### config.mk
export PLATFORM = sky130hd
export DESIGN_NAME = dwc_recovery_ctrl_flat
export DESIGN_NICKNAME = d
export VERILOG_FILES = /design/src/rtl/dwc_recovery_ctrl_if.sv /design/src/rtl/dwc_recovery_ctrl.sv /design/src/flat_wrapper.sv
export SDC_FILE = /design/constraint.sdc
export NUM_CORES = 1
export LEC_CHECK = 0
export BUFFER_PORTS_ARGS = -buffer_cell sky130_fd_sc_hd__buf_4
export CAP_MARGIN = 10
export CORE_UTILIZATION = 45
export DETAILED_ROUTE_END_ITERATION = 6
export HOLD_SLACK_MARGIN = 0.02
export PLACE_DENSITY = 0.68
export SLEW_MARGIN = 20
export SYNTH_ARGS = -nofsm -noshare
export SYNTH_HDL_FRONTEND = slang
export SYNTH_SLANG_ARGS = --single-unit
### constraint.sdc
create_clock -name clk -period 4.2 [get_ports clk]
set_input_delay 0.84 -clock clk [delete_from_list [all_inputs] [get_ports clk]]
set_output_delay 0.84 -clock clk [all_outputs]
set_load 0.05 [all_outputs]
### src/rtl/dwc_recovery_ctrl_if.sv
// Handshake and status bundle between the dual-core comparator environment and
// the recovery controller; the controller attaches through the slave modport.
interface dwc_recovery_ctrl_if;
  logic        cmp_done;
  logic        cmp_match;
  logic        retry_ack;
  logic        irq_clr;
  logic        ack_a;
  logic        ack_b;
  logic        retry_req;
  logic        core_rst;
  logic        fault_irq;
  logic [15:0] pass_cnt;
  logic [15:0] err_cnt;
  logic [3:0]  retry_cnt;
  logic [2:0]  state;

  modport master (
    output cmp_done, cmp_match, retry_ack, irq_clr,
    input  ack_a, ack_b, retry_req, core_rst, fault_irq,
    input  pass_cnt, err_cnt, retry_cnt, state
  );

  modport slave (
    input  cmp_done, cmp_match, retry_ack, irq_clr,
    output ack_a, ack_b, retry_req, core_rst, fault_irq,
    output pass_cnt, err_cnt, retry_cnt, state
  );
endinterface

### src/rtl/dwc_recovery_ctrl.sv
// Dual-core lockstep recovery controller: acknowledges comparisons, requests
// retries on mismatch and escalates to a timed core reset with a sticky IRQ.
module dwc_recovery_ctrl #(
  parameter int MAX_RETRY     = 3,
  parameter int RETRY_TIMEOUT = 1024,
  parameter int RST_PULSE_CYC = 16
) (
  input logic                clk,
  input logic                reset,
  dwc_recovery_ctrl_if.slave bus
);

  localparam int WAIT_W  = (RETRY_TIMEOUT > 1) ? $clog2(RETRY_TIMEOUT) : 1;
  localparam int PULSE_W = (RST_PULSE_CYC > 1) ? $clog2(RST_PULSE_CYC) : 1;
  localparam logic [WAIT_W-1:0]  WAIT_LAST  = WAIT_W'(RETRY_TIMEOUT - 1);
  localparam logic [PULSE_W-1:0] PULSE_LAST = PULSE_W'(RST_PULSE_CYC - 1);

  typedef enum logic [2:0] {
    S_IDLE       = 3'd0,
    S_ACK        = 3'd1,
    S_RETRY_WAIT = 3'd2,
    S_CORE_RST   = 3'd3
  } state_t;

  state_t              r_state;
  state_t              w_nextState;
  logic [WAIT_W-1:0]   r_waitCnt;
  logic [PULSE_W-1:0]  r_pulseCnt;
  logic [15:0]         r_passCnt;
  logic [15:0]         r_errCnt;
  logic [3:0]          r_retryCnt;
  logic                r_faultIrq;
  logic                r_ackA;
  logic                r_ackB;
  logic                r_retryReq;
  logic                r_coreRst;

  logic                w_matchEvt;
  logic                w_mismatchEvt;
  logic [3:0]          w_retryInc;
  logic                w_ackNext;
  logic                w_retryReqNext;
  logic                w_coreRstNext;
  logic                w_enterRst;

  // cmp_match only matters while IDLE sees cmp_done; elsewhere it is ignored.
  assign w_matchEvt    = (r_state == S_IDLE) && bus.cmp_done && bus.cmp_match;
  assign w_mismatchEvt = (r_state == S_IDLE) && bus.cmp_done && !bus.cmp_match;
  assign w_retryInc    = (r_retryCnt == 4'hF) ? r_retryCnt : r_retryCnt + 4'd1;

  always_ff @(posedge clk) begin
    if (reset) r_state <= S_IDLE;
    else       r_state <= w_nextState;
  end

  // On a timeout edge a simultaneous retry_ack still wins and goes to ACK.
  always_comb begin
    w_nextState = r_state;
    unique case (r_state)
      S_IDLE: begin
        if (w_matchEvt)
          w_nextState = S_ACK;
        else if (w_mismatchEvt)
          w_nextState = (int'(w_retryInc) <= MAX_RETRY) ? S_RETRY_WAIT : S_CORE_RST;
      end
      S_RETRY_WAIT: begin
        if (bus.retry_ack)               w_nextState = S_ACK;
        else if (r_waitCnt == WAIT_LAST) w_nextState = S_CORE_RST;
      end
      S_CORE_RST: begin
        if (r_pulseCnt == PULSE_LAST) w_nextState = S_ACK;
      end
      S_ACK: begin
        if (!bus.cmp_done) w_nextState = S_IDLE;
      end
      default: w_nextState = S_IDLE;
    endcase
  end

  always_comb begin
    w_ackNext      = 1'b0;
    w_retryReqNext = 1'b0;
    w_coreRstNext  = 1'b0;
    unique case (w_nextState)
      S_ACK:        w_ackNext      = 1'b1;
      S_RETRY_WAIT: w_retryReqNext = 1'b1;
      S_CORE_RST:   w_coreRstNext  = 1'b1;
      default:      ;
    endcase
    w_enterRst = (w_nextState == S_CORE_RST) && (r_state != S_CORE_RST);
  end

  // Outputs are registered from the next state so they line up with r_state.
  always_ff @(posedge clk) begin
    if (reset) begin
      r_ackA     <= 1'b0;
      r_ackB     <= 1'b0;
      r_retryReq <= 1'b0;
      r_coreRst  <= 1'b0;
      r_waitCnt  <= '0;
      r_pulseCnt <= '0;
      r_passCnt  <= '0;
      r_errCnt   <= '0;
      r_retryCnt <= '0;
      r_faultIrq <= 1'b0;
    end else begin
      r_ackA     <= w_ackNext;
      r_ackB     <= w_ackNext;
      r_retryReq <= w_retryReqNext;
      r_coreRst  <= w_coreRstNext;

      if (r_state == S_RETRY_WAIT && w_nextState == S_RETRY_WAIT)
        r_waitCnt <= r_waitCnt + WAIT_W'(1);
      else
        r_waitCnt <= '0;

      if (r_state == S_CORE_RST && w_nextState == S_CORE_RST)
        r_pulseCnt <= r_pulseCnt + PULSE_W'(1);
      else
        r_pulseCnt <= '0;

      if (w_matchEvt) begin
        if (r_passCnt != 16'hFFFF) r_passCnt <= r_passCnt + 16'd1;
        r_retryCnt <= '0;
      end
      if (w_mismatchEvt) begin
        if (r_errCnt != 16'hFFFF) r_errCnt <= r_errCnt + 16'd1;
        r_retryCnt <= w_retryInc;
      end
      // Escalation restarts the retry budget; it overrides the mismatch bump.
      if (w_enterRst) r_retryCnt <= '0;

      if (w_enterRst)       r_faultIrq <= 1'b1;
      else if (bus.irq_clr) r_faultIrq <= 1'b0;
    end
  end

  assign bus.ack_a     = r_ackA;
  assign bus.ack_b     = r_ackB;
  assign bus.retry_req = r_retryReq;
  assign bus.core_rst  = r_coreRst;
  assign bus.fault_irq = r_faultIrq;
  assign bus.pass_cnt  = r_passCnt;
  assign bus.err_cnt   = r_errCnt;
  assign bus.retry_cnt = r_retryCnt;
  assign bus.state     = r_state;

endmodule

### src/flat_wrapper.sv
// flat-port wrapper written by rule: the top's interface ports become plain ports
module dwc_recovery_ctrl_flat 
#(
  parameter int MAX_RETRY     = 3,
  parameter int RETRY_TIMEOUT = 1024,
  parameter int RST_PULSE_CYC = 16
)
  (clk, reset, bus_cmp_done, bus_cmp_match, bus_retry_ack, bus_irq_clr, bus_ack_a, bus_ack_b, bus_retry_req, bus_core_rst, bus_fault_irq, bus_pass_cnt, bus_err_cnt, bus_retry_cnt, bus_state);
  dwc_recovery_ctrl_if bus_i ();
  input logic clk;
  input logic reset;
  input wire logic [$bits(bus_i.cmp_done)-1:0] bus_cmp_done;
  input wire logic [$bits(bus_i.cmp_match)-1:0] bus_cmp_match;
  input wire logic [$bits(bus_i.retry_ack)-1:0] bus_retry_ack;
  input wire logic [$bits(bus_i.irq_clr)-1:0] bus_irq_clr;
  output wire logic [$bits(bus_i.ack_a)-1:0] bus_ack_a;
  output wire logic [$bits(bus_i.ack_b)-1:0] bus_ack_b;
  output wire logic [$bits(bus_i.retry_req)-1:0] bus_retry_req;
  output wire logic [$bits(bus_i.core_rst)-1:0] bus_core_rst;
  output wire logic [$bits(bus_i.fault_irq)-1:0] bus_fault_irq;
  output wire logic [$bits(bus_i.pass_cnt)-1:0] bus_pass_cnt;
  output wire logic [$bits(bus_i.err_cnt)-1:0] bus_err_cnt;
  output wire logic [$bits(bus_i.retry_cnt)-1:0] bus_retry_cnt;
  output wire logic [$bits(bus_i.state)-1:0] bus_state;
  assign bus_i.cmp_done = bus_cmp_done;
  assign bus_i.cmp_match = bus_cmp_match;
  assign bus_i.retry_ack = bus_retry_ack;
  assign bus_i.irq_clr = bus_irq_clr;
  assign bus_ack_a = bus_i.ack_a;
  assign bus_ack_b = bus_i.ack_b;
  assign bus_retry_req = bus_i.retry_req;
  assign bus_core_rst = bus_i.core_rst;
  assign bus_fault_irq = bus_i.fault_irq;
  assign bus_pass_cnt = bus_i.pass_cnt;
  assign bus_err_cnt = bus_i.err_cnt;
  assign bus_retry_cnt = bus_i.retry_cnt;
  assign bus_state = bus_i.state;
  dwc_recovery_ctrl #(.MAX_RETRY(MAX_RETRY), .RETRY_TIMEOUT(RETRY_TIMEOUT), .RST_PULSE_CYC(RST_PULSE_CYC)) u_core (.clk(clk), .reset(reset), .bus(bus_i));
endmodule
== Word-level counts from Yosys, hierarchy flattened ==
Index checks and enable logic that the tools add are counted.
Word-level totals
  register bits after elaboration: 57
  word-level logic and storage cells: 61
Cells by class
  add/sub/neg operators: 5
  magnitude comparators: 1
  equality and inequality tests: 12
  muxes and demuxes: 16
  bitwise logic cells: 2
  reduce and logical (&&, ||, !) cells: 15
Operators with widths (number)
  adder 16 x 1 -> 16 bit (second input constant): 2
  != test 16 bit (second input constant): 2
  two-way mux 3 bit: 6
  equality test 3 x 2 -> 1 bit (second input constant): 4
  two-way mux 4 bit: 3
  case mux 3 bit (4 select lines): 1
  adder 10 x 1 -> 10 bit (second input constant): 1
  equality test 10 bit (second input constant): 1
  adder 4 x 1 -> 4 bit (second input constant): 2
  equality test 4 bit (second input constant): 2
  equality test 3 x 1 -> 1 bit (second input constant): 2
  logical AND 1 bit: 6
  two-way mux 1 bit: 6
  OR reduction 2 bit: 3
  less-or-equal comparator 4 x 2 -> 1 bit (second input constant): 1
  AND reduction 2 bit: 2
  nonzero test 2 bit: 2
  logical NOT 3 bit: 1
  != test 3 x 2 -> 1 bit (second input constant): 1
  inverter 1 bit: 2
  logical NOT 1 bit: 1

== Longest topological paths before layout ==
Gate-level depths: netlist of run 1.
  word-level depth: 11
  depth in mapped cells: 7
  mapped depth without buffers: 6

== Worst setup path after synthesis of run 1 ==
OpenSTA, ideal clock, no wires.
  kind: reg2reg
  start point: register u_core.r_errCnt[0], in the netlist u_core.bus.err_cnt[0]
  end point: register u_core.r_errCnt[2], in the netlist u_core.bus.err_cnt[2]
  arrival: 2.394 ns
  required time: 4.079 ns
  slack: 1.686 ns
  cell stages (with the launch flop): 8
  path buffers: 1
  period minus slack after synthesis: 2.514 ns
  cells stage by stage: dfxtp_1 ha_1 nand2_1 or3_1 clkbuf_1 o31ai_2 nor2_1 mux2_2
On the way
  cells in the longest elaborated chain, start to end: 2
  elaborated cells on any way between the ends: 3
  classes of those cells: add/sub: 1; eq/ne: 1; reduce/logical: 1
Ends and longest elaborated chain
  start: declaration: RTL line dwc_recovery_ctrl.sv:30  | logic [15:0] r_errCnt;
  start signal: assignment: RTL line dwc_recovery_ctrl.sv:127  | if (r_errCnt != 16'hFFFF) r_errCnt <= r_errCnt + 16'd1;
  parallel branches: the longest is 2 deep, another holds adder 16 x 1 -> 16 bit
Several ways; the timed one is not identified.
A chain may end at the register's enable or synchronous reset.

== Worst setup path after layout of run 1 ==
  start point: input bus_cmp_done
  end point: register u_core.r_errCnt[15], in the netlist u_core.bus.err_cnt[15]
On the way
  cells in the longest elaborated chain, start to end: 3
Ends and longest elaborated chain
  start: declaration: RTL line flat_wrapper.sv:12  | input wire logic [$bits(bus_i.cmp_done)-1:0] bus_cmp_done;
  logical AND 1 bit (2 in a row): RTL line dwc_recovery_ctrl.sv:48  | assign w_mismatchEvt = (r_state == S_IDLE) && bus.cmp_done && !bus.cmp_match;
  AND reduction 2 bit (no source line)
Every way passes these cells.

==> results of run 1 <==
-- sequential cells by signal, summed over array words and instances (netlist names) --
name	cells
u_core.bus.retry_req	1
u_core.bus.core_rst	1
u_core.bus.err_cnt	16
u_core.bus.ack_a	1
u_core.bus.fault_irq	1
u_core.bus.retry_cnt	4
u_core.bus.pass_cnt	16
u_core.r_pulseCnt	4
u_core.r_waitCnt	10
u_core.bus.state	3
-- metal layers --
layer | part of all wire | vias up
li1 | - | 1176
met1 | 0.49 | 1036
met2 | 0.44 | 49
met3 | 0.057 | 5
met4 | 0.0090 | 0
met5 | 0 | -
-- report_power, final --
part / internal [W] / switching [W]
Sequential: 0.000544 / 0.00000477
Clock: 0.000219 / 0.000184
Combinational: 0.0000155 / 0.0000339
-- synthesized netlist by cell type, types with 2 or more instances --
library cell / count / area (um2)
and4_1: 4 / 35.0
a21oi_1: 16 / 80.1
clkbuf_1: 6 / 22.5
o211ai_1: 2 / 15.0
nand4_1: 5 / 31.3
nor2_1: 45 / 169
a211oi_1: 5 / 37.5
ha_1: 5 / 62.6
o31ai_1: 2 / 15.0
mux2i_1: 4 / 40.0
and3_1: 9 / 56.3
xor2_1: 13 / 114
a31oi_1: 2 / 12.5
nor2b_1: 4 / 25.0
nor3b_1: 2 / 15.0
buf_6: 2 / 22.5
dfxtp_1: 57 / 1140
nor4_1: 6 / 37.5
nand3_1: 20 / 100
nor4b_1: 2 / 17.5
xnor2_1: 15 / 131
or3_1: 6 / 37.5
nand2_1: 16 / 60.1
inv_1: 7 / 26.3
nor3_1: 14 / 70.1
o21ai_0: 10 / 50.1
and2_1: 4 / 25.0
-- worst register-to-register path: stages, from the launching register on --
cell	delay (ps)
dfxtp_1	400
ha_1	220
nand2_1	130
or3_1	490
o31ai_2	610
nor2_1	100
mux2_2	280
-- cells by family after synthesis --
logic type / Yosys count / synth area share
xor gates and xnor gates: 28 / 0.0928
muxes: 5 / 0.0194
AOI/OAI and AO/OA: 45 / 0.107
buffers and inverters: 16 / 0.0298
adders and majority gates: 5 / 0.0237
other: 1 / 0.00142
DFF: 57 / 0.432
and+or+nand+nor: 146 / 0.294
-- through the flow --
step	hold slack, ps	worst slack (ps)
2_1_floorplan	433	1690
3_3_place_gp	452	1540
3_5_place_dp	463	1520
4_1_cts	469	1850
5_1_grt	513	1670
6_report	472	1830
-- cell type report --
type | count | share of cell area
clock inverters | 1 | 0.00156
inverters | 7 | 0.00822
repair buffers | 49 | 0.115
flip-flops and latches | 57 | 0.357
clock buffers | 12 | 0.0454
multi-input cells | 230 | 0.445
well taps | 72 | 0.0282
-- path summary, 6_finish.rpt --
path | startpoint | endpoint | slack (ps) | cells past startpoint
max reg2reg | u_core.bus.err_cnt[0]$_SDFFE_PP0P_ | u_core.bus.err_cnt[2]$_SDFFE_PP0P_ | 1870 | 6
max | bus_cmp_done | u_core.bus.err_cnt[15]$_SDFFE_PP0P_ | 1830 | 6
min | u_core.r_pulseCnt[0]$_SDFF_PP0_ | u_core.r_pulseCnt[0]$_SDFF_PP0_ | 470 | 1
min reg2reg | u_core.r_pulseCnt[0]$_SDFF_PP0_ | u_core.r_pulseCnt[0]$_SDFF_PP0_ | 470 | 1
==> results.sh, run 1 <==
export IMPL_worst_ep_required_time_ps=4450
export IMPL_ys_flop_type="dfxtp_1"
export IMPL_gr_total_overflow=0
export IMPL_p_leak_nw=1.20
export IMPL_wirelength_mm=5.31
export IMPL_layout_common_cells="57 x dfxtp_1, 49 x buf_4, 45 x nor2_1"
export IMPL_utilization=0.574
export IMPL_power_density_nw_per_um2=313
export IMPL_status="finished, final reports clean"
export IMPL_final_cell_area_um2=3200
export IMPL_start_util=0.474
export IMPL_critPathBufInv=1
export IMPL_wl_per_cell_um=12.4
export IMPL_cts_buffers=9
export IMPL_drc=0
export IMPL_drtIter0Drc=103
export IMPL_path_cells="buf_4, or4b_4, nor4_1, nand4_1, or3_1, a21oi_1"
export IMPL_maxCapViolCount=0
export IMPL_clock_path_buffers=2
export IMPL_grt_total_usage=0.186
export IMPL_grt_start_max_net_pins=43
export IMPL_fin_crit_sh=0.564
export IMPL_grt_pass1_wl_mm=8.98
export IMPL_grt_pass1_vias=2039
export IMPL_cpPeakStageDelay_ps=510
export IMPL_multiInputGateArea_um2=1420
export IMPL_antennaDiodeCount=0
export IMPL_slew_viol_final=0
export IMPL_syn_nets=314
export IMPL_cp_max_fo=6
export IMPL_dieHeight_um=78.6
export IMPL_place_congestion=0.790
export IMPL_total_power_w=0.00100
export IMPL_dieArea_um2=6180
export IMPL_cp_end_kind="flop"
export IMPL_ff_latch_area_um2=1140
export IMPL_rsz0062_at_grt="false"
export IMPL_num_rows=27
export IMPL_cp_slowest_cell="or4b_4"
export IMPL_clk_insertion_delay_late_ps=320
export IMPL_cts_resized=0
export IMPL_slew_headroom=0.517
export IMPL_fmax_ghz=0.422
export IMPL_layout_min_cycle_time_ps=2370
export IMPL_hold_viol_final=0
export IMPL_final_antenna_net_count=0
export IMPL_io_buffers=49
export IMPL_cts_tree="done"
export IMPL_cts_sinks=57
export IMPL_placed_cells=415
export IMPL_fillCellCount=538
export IMPL_use_met1=0.229
export IMPL_cp_data_arrival_time_ps=2620
export IMPL_cts_clk_slew_worst_paths_ps=60
export IMPL_vias=2266
export IMPL_ctsHtreeMaxLevel=3
export IMPL_drive_above_1_share=0.197
export IMPL_path_class="in2reg"
export IMPL_setup_violations_final=0
export IMPL_cts_hold_buf=0
export IMPL_synth_warnings=0
export IMPL_synth_seq_cells=57
export IMPL_synth_cells=303
export IMPL_setup_tns_ps=0
export IMPL_avgViaCountPerCell=5.29
export IMPL_synthArstFlopShare=0
export IMPL_peakVddDrop_mv=0.239
export IMPL_area_growth_pct=21.0
export IMPL_start_kind="input port"
export IMPL_num_io_pins=50
export IMPL_cts_setup_buffers=0
export IMPL_ys_seq_area_frac=0.432
export IMPL_synth_cell_type_count=47
export IMPL_hpwl_mm=3.80
export IMPL_finalClockSkew_ps=7.09
export IMPL_antenna_found_initial=0
export IMPL_synth_edf_count=0
export IMPL_tightest_slew_ps=722
export IMPL_final_common_cell="dfxtp_1"
export IMPL_met3_usage=0.0721
export IMPL_first_pass_iters=4
export IMPL_finalNonFillerCells=428
export IMPL_crit_family="simple AND/OR/NAND/NOR gates"
export IMPL_use_met2=0.295
export IMPL_syn_area_um2=2640
export IMPL_core_area_um2=5570
export IMPL_num_nets_final=365
export IMPL_placed_area_um2=3050
export IMPL_synth_avg_cell_area_um2=8.72
export IMPL_grt_busiest_layer="met2"
export IMPL_root_buffer="clkbuf_8"
export IMPL_die_x_um=78.6
export IMPL_hold_class="reg2reg"
Note: power is estimated with default switching activity, not from simulation.
==> run 2: changes to the inputs <==
==> constraint.sdc (replaced) <==
create_clock -name clk -period 2.27 [get_ports clk]
set_input_delay 0.454 -clock clk [delete_from_list [all_inputs] [get_ports clk]]
set_output_delay 0.454 -clock clk [all_outputs]
set_load 0.05 [all_outputs]
==> run 2 against run 1 <==
Compared with the run above: non-clock buffer count increased by 6; sequential power is 86% higher; register-to-register slack worse by 1700 ps; cell area rose by 3.3%.
==> results.sh, run 2 (synthesized netlist as in run 1, its figures left out) <==
export IMPL_antenna_found_initial=0
export IMPL_holdPathStages=3
export IMPL_clock_path_buffers=2
export IMPL_antennaDiodeCount=0
export IMPL_cts_hold_buf=0
export IMPL_cp_data_arrival_time_ps=2340
export IMPL_holdWs_ps=460
export IMPL_finalClockSkew_ps=6.13
export IMPL_drtIter0Drc=151
export IMPL_path_class="reg2reg"
export IMPL_tightest_slew_ps=575
export IMPL_core_area_um2=5570
export IMPL_cts_buffers=9
export IMPL_root_buffer="clkbuf_8"
export IMPL_final_antenna_net_count=0
export IMPL_dieHeight_um=78.6
export IMPL_peakVddDrop_mv=0.395
export IMPL_start_kind="flop"
export IMPL_layout_min_cycle_time_ps=2140
export IMPL_status="finished, final reports clean"
export IMPL_slew_headroom=0.613
export IMPL_num_io_pins=50
export IMPL_place_congestion=0.778
export IMPL_worst_slack_ps=133
export IMPL_utilization=0.593
export IMPL_grt_total_usage=0.196
export IMPL_cp_max_fo=8
export IMPL_cts_tree="done"
export IMPL_fillCellCount=506
export IMPL_avgViaCountPerCell=5.35
export IMPL_total_power_w=0.00204
export IMPL_die_x_um=78.6
export IMPL_fin_crit_sh=0.941
export IMPL_cpPeakStageDelay_ps=610
export IMPL_rsz0062_at_grt="false"
export IMPL_worst_ep_required_time_ps=2480
export IMPL_num_nets_final=371
export IMPL_clk_insertion_delay_late_ps=330
export IMPL_grt_pass1_vias=2117
export IMPL_drc=0
export IMPL_start_util=0.474
export IMPL_cp_slowest_cell="or4b_4"
export IMPL_cts_resized=0
export IMPL_dp_slack_ps=46.6
export IMPL_hold_viol_final=0
export IMPL_multiInputGateArea_um2=1440
export IMPL_num_rows=27
export IMPL_vias=2338
export IMPL_reg2regPathDepth=5
export IMPL_grt_pass1_wl_mm=9.57
export IMPL_p_leak_nw=1.26
export IMPL_slew_viol_final=0
export IMPL_ctsHtreeMaxLevel=3
export IMPL_drive_above_1_share=0.233
export IMPL_cts_sinks=57
export IMPL_setup_tns_ps=0
export IMPL_layout_common_cells="55 x buf_4, 51 x dfxtp_1, 45 x nor2_1"
export IMPL_hpwl_mm=3.92
export IMPL_grt_start_max_net_pins=43
export IMPL_dieArea_um2=6180
export IMPL_first_pass_iters=4
export IMPL_final_common_cell="buf_4"
export IMPL_setup_violations_final=0
export IMPL_fmax_ghz=0.468
export IMPL_area_growth_pct=25.0
export IMPL_hold_class="in2reg"
export IMPL_cts_clk_slew_worst_paths_ps=70
export IMPL_cp_end_kind="flop"
export IMPL_wirelength_mm=5.62
export IMPL_power_density_nw_per_um2=616
export IMPL_gr_total_overflow=0
export IMPL_cts_setup_buffers=0
export IMPL_io_buffers=49
export IMPL_path_cells="or4b_4, or4_4, a211oi_1, xnor2_1, nor2_1"
export IMPL_wl_per_cell_um=12.9
export IMPL_ff_latch_area_um2=1150
export IMPL_maxCapViolCount=0
run 2: power breakdown:
group	leakage [nW]	total [W]	internal (W)	switching (W)
clock network	0.0974	0.000925	0.000535	0.000391
registers	0.462	0.00102	0.00101	0.00000827
logic	0.696	0.0000948	0.0000309	0.0000639
run 2: final cells by class:
| type | count | area share |
|---|---|---|
| multi-input cells | 230 | 0.435 |
| flip-flops and latches | 57 | 0.348 |
| repair buffers | 55 | 0.125 |
| clock buffers | 13 | 0.0451 |
| well taps | 72 | 0.0273 |
| clock inverters | 3 | 0.0121 |
| inverters | 7 | 0.00795 |
run 2: path summary, 6_finish.rpt:
path | startpoint | end | slack (ps)
worst min register to register | u_core.r_pulseCnt[0]$_SDFF_PP0_ | u_core.r_pulseCnt[0]$_SDFF_PP0_ | 460
worst max register to register | u_core.bus.state[1]$_SDFF_PP0_ | u_core.bus.err_cnt[9]$_SDFFE_PP0P_ | 130
worst max-delay path | u_core.bus.state[1]$_SDFF_PP0_ | u_core.bus.err_cnt[9]$_SDFFE_PP0P_ | 130
worst min-delay path | bus_irq_clr | u_core.bus.fault_irq$_SDFFE_PP0P_ | 460
run 2: metrics by stage:
stage / cells / instance area, um2
5_1_grt: 437 / 3300
4_1_cts: 437 / 3300
3_5_place_dp: 421 / 3110
6_report: 437 / 3300
2_1_floorplan: 303 / 2660
3_3_place_gp: 421 / 3110
run 2: routing by layer:
layer  global-route usage  wire length [um]  vias to the layer above
met5                    0                 0                        -
met4               0.0963                94                        0
met3               0.0442               237                        9
met2                0.303              2550                       43
met1                0.256              2740                     1091
li1                     -                 -                     1195
run 2: critical path, delay by kind of cell, from the launching register on:
family / cells / cell delay [ps]
DFF: 1 / 360
and+or+nand+nor: 3 / 1210
xor gates and xnor gates: 1 / 160
AOI/OAI and AO/OA: 1 / 290
==> run 3: changes to the inputs <==
--- a/config.mk
+++ b/config.mk
@@ -5,12 +5,13 @@
 export SDC_FILE = /design/constraint.sdc
 export NUM_CORES = 1
 export LEC_CHECK = 0
-export BUFFER_PORTS_ARGS = -buffer_cell sky130_fd_sc_hd__buf_4
+export ABC_AREA = 1
+export BUFFER_PORTS_ARGS = -buffer_cell sky130_fd_sc_hd__buf_2
 export CAP_MARGIN = 10
 export CORE_UTILIZATION = 45
 export DETAILED_ROUTE_END_ITERATION = 6
 export HOLD_SLACK_MARGIN = 0.02
-export PLACE_DENSITY = 0.68
+export PLACE_DENSITY = 0.67
 export SLEW_MARGIN = 20
 export SYNTH_ARGS = -nofsm -noshare
 export SYNTH_HDL_FRONTEND = slang
==> run 3 against run 2 <==
Compared with the run above: count of clock-buffer cells in the layout grew 1; cell count grew 24%; register-to-register slack gained 160 ps; non-clock buffer count shrank 5; synthesized cell count grew 35%; largest cell class unchanged; sequential power is essentially flat; global-route usage grew 0.67 points; critical path depth grew 4; first-iteration DRC count shrank 37%; clock skew is essentially flat; cell area grew 2.3%; sequential share of layout area shrank 0.99 points.
==> results.sh, run 3 <==
export IMPL_synthArstFlopShare=0
export IMPL_dieArea_um2=6850
export IMPL_synth_top_area_cell="dfxtp_1"
export IMPL_synthTopCellsByArea="dfxtp_1 39%, nand2_1 14%, nor2_1 6.8%"
export IMPL_cts_sinks=57
export IMPL_placed_cells=528
export IMPL_utilization=0.535
export IMPL_cts_hold_buf=0
export IMPL_drtIter0Drc=95
export IMPL_grt_start_max_net_pins=20
export IMPL_grt_total_usage=0.203
export IMPL_start_util=0.465
export IMPL_synth_most_common_cell="nand2_1"
export IMPL_wirelength_mm=6.24
export IMPL_layout_common_cells="107 x nand2_1, 57 x dfxtp_1, 53 x nor2_1"
export IMPL_cp_max_fo=17
export IMPL_io_buffers=49
export IMPL_avgViaCountPerCell=4.93
export IMPL_fmax_ghz=0.507
export IMPL_wl_per_cell_um=11.5
export IMPL_ys_top_cells_by_count="107 x nand2_1, 57 x dfxtp_1, 53 x nor2_1, 39 x inv_1, 29 x a21oi_1"
export IMPL_fin_crit_sh=0.869
export IMPL_start_kind="flop"
export IMPL_hold_class="in2reg"
export IMPL_die_x_um=82.8
export IMPL_slew_viol_final=0
export IMPL_synth_avg_cell_area_um2=7.16
export IMPL_cts_tree="done"
export IMPL_cp_data_arrival_time_ps=2190
export IMPL_fillCellCount=638
export IMPL_grt_pass1_vias=2387
export IMPL_grt_pass1_wl_mm=10.4
export IMPL_vias=2674
export IMPL_synth_edf_count=0
export IMPL_hold_viol_final=0
export IMPL_antenna_found_initial=0
export IMPL_cts_resized=0
export IMPL_power_density_nw_per_um2=583
export IMPL_setup_tns_ps=0
export IMPL_root_buffer="clkbuf_8"
export IMPL_ys_flop_type="dfxtp_1"
export IMPL_first_pass_iters=5
export IMPL_ctsHtreeMaxLevel=3
export IMPL_drive_above_1_share=0.172
export IMPL_final_common_cell="nand2_1"
export IMPL_syn_area_um2=2940
export IMPL_synth_warnings=0
export IMPL_antennaDiodeCount=0
export IMPL_cts_setup_buffers=0
export IMPL_peakVddDrop_mv=0.331
export IMPL_clk_insertion_delay_late_ps=330
export IMPL_ys_seq_area_frac=0.389
export IMPL_holdWs_ps=393
export IMPL_cts_clk_slew_worst_paths_ps=60
export IMPL_p_leak_nw=1.39
export IMPL_synth_seq_cells=57
export IMPL_syn_nets=421
export IMPL_place_congestion=0.857
export IMPL_num_rows=29
export IMPL_cts_buffers=9
export IMPL_worst_slack_ps=296
export IMPL_layout_min_cycle_time_ps=1970
export IMPL_core_area_um2=6310
export IMPL_dp_slack_ps=331
export IMPL_status="finished, final reports clean"
export IMPL_finalNonFillerCells=542
export IMPL_final_antenna_net_count=0
export IMPL_dieHeight_um=82.8
export IMPL_worst_ep_required_time_ps=2490
export IMPL_hpwl_mm=4.57
export IMPL_drc=0
export IMPL_num_nets_final=473
export IMPL_area_growth_pct=15.1
export IMPL_synth_top_area_frac=0.389
export IMPL_cp_end_kind="flop"
export IMPL_setup_violations_final=0
export IMPL_gr_total_overflow=0
export IMPL_synth_cells=410
export IMPL_synth_cell_type_count=32
export IMPL_rsz0062_at_grt="false"
export IMPL_maxCapViolCount=0
export IMPL_finalClockSkew_ps=6.10
export IMPL_clock_path_buffers=2
export IMPL_path_class="reg2reg"
export IMPL_num_io_pins=50
[run 3: kinds of logic after synthesis]
family / after synthesis / synth area share
AND/OR/NAND/NOR: 223 / 0.345
flip-flops: 57 / 0.389
buffers and inverters: 50 / 0.0754
AO/OA/AOI/OAI: 45 / 0.0814
XOR/XNOR: 29 / 0.0865
adder cells (fa/ha/maj): 5 / 0.0213
other: 1 / 0.00128
[run 3: path summary, 6_finish.rpt]
check                                                    startpoint                                  end  slack, ps  cells past startpoint
worst max-delay path            u_core.bus.pass_cnt[0]$_SDFFE_PP0P_  u_core.bus.pass_cnt[5]$_SDFFE_PP0P_        300                      9
worst min-delay path                                    bus_irq_clr    u_core.bus.fault_irq$_SDFFE_PP0P_        390                      4
worst max register to register  u_core.bus.pass_cnt[0]$_SDFFE_PP0P_  u_core.bus.pass_cnt[5]$_SDFFE_PP0P_        300                      9
worst min register to register      u_core.r_pulseCnt[0]$_SDFF_PP0_      u_core.r_pulseCnt[0]$_SDFF_PP0_        450                      1
[run 3: per-stage QoR]
step                area (um2)  total power [W]
floorplan                 2940          0.00116
global placement          3220          0.00119
detailed placement        3220          0.00119
CTS                       3380          0.00200
global route              3380          0.00206
finish                    3380          0.00197
[run 3: area by class of cell]
| type | count | area [um2] | area share |
|---|---|---|---|
| clock buffer | 14 | 163 | 0.0481 |
| inverter | 41 | 154 | 0.0455 |
| multi-input combinational | 303 | 1570 | 0.465 |
| sequential | 57 | 1140 | 0.338 |
| tap | 77 | 96.3 | 0.0285 |
| timing repair buffer | 50 | 253 | 0.0748 |
[run 3: routing by layer]
metal | GRT usage | routed length (um) | share of wire
met5 | 0 | 0 | 0
met4 | 0.0879 | 64 | 0.010
met3 | 0.0560 | 273 | 0.044
met2 | 0.326 | 2930 | 0.47
met1 | 0.253 | 2980 | 0.48
[run 3: critical path, cell delays in order (launching register included)]
cell,delay (ps)
dfxtp_1,420
ha_1,220
nand3_1,200
nor3_4,190
nand3_1,110
nand2_2,260
inv_2,200
nand2_1,90
nand2_1,40
and3_1,130
[run 3: power by group]
part	total, W	internal (W)	switching, W
sequential	0.00103	0.00101	0.0000138
clock	0.000804	0.000445	0.000359
combinational	0.000140	0.0000334	0.000107
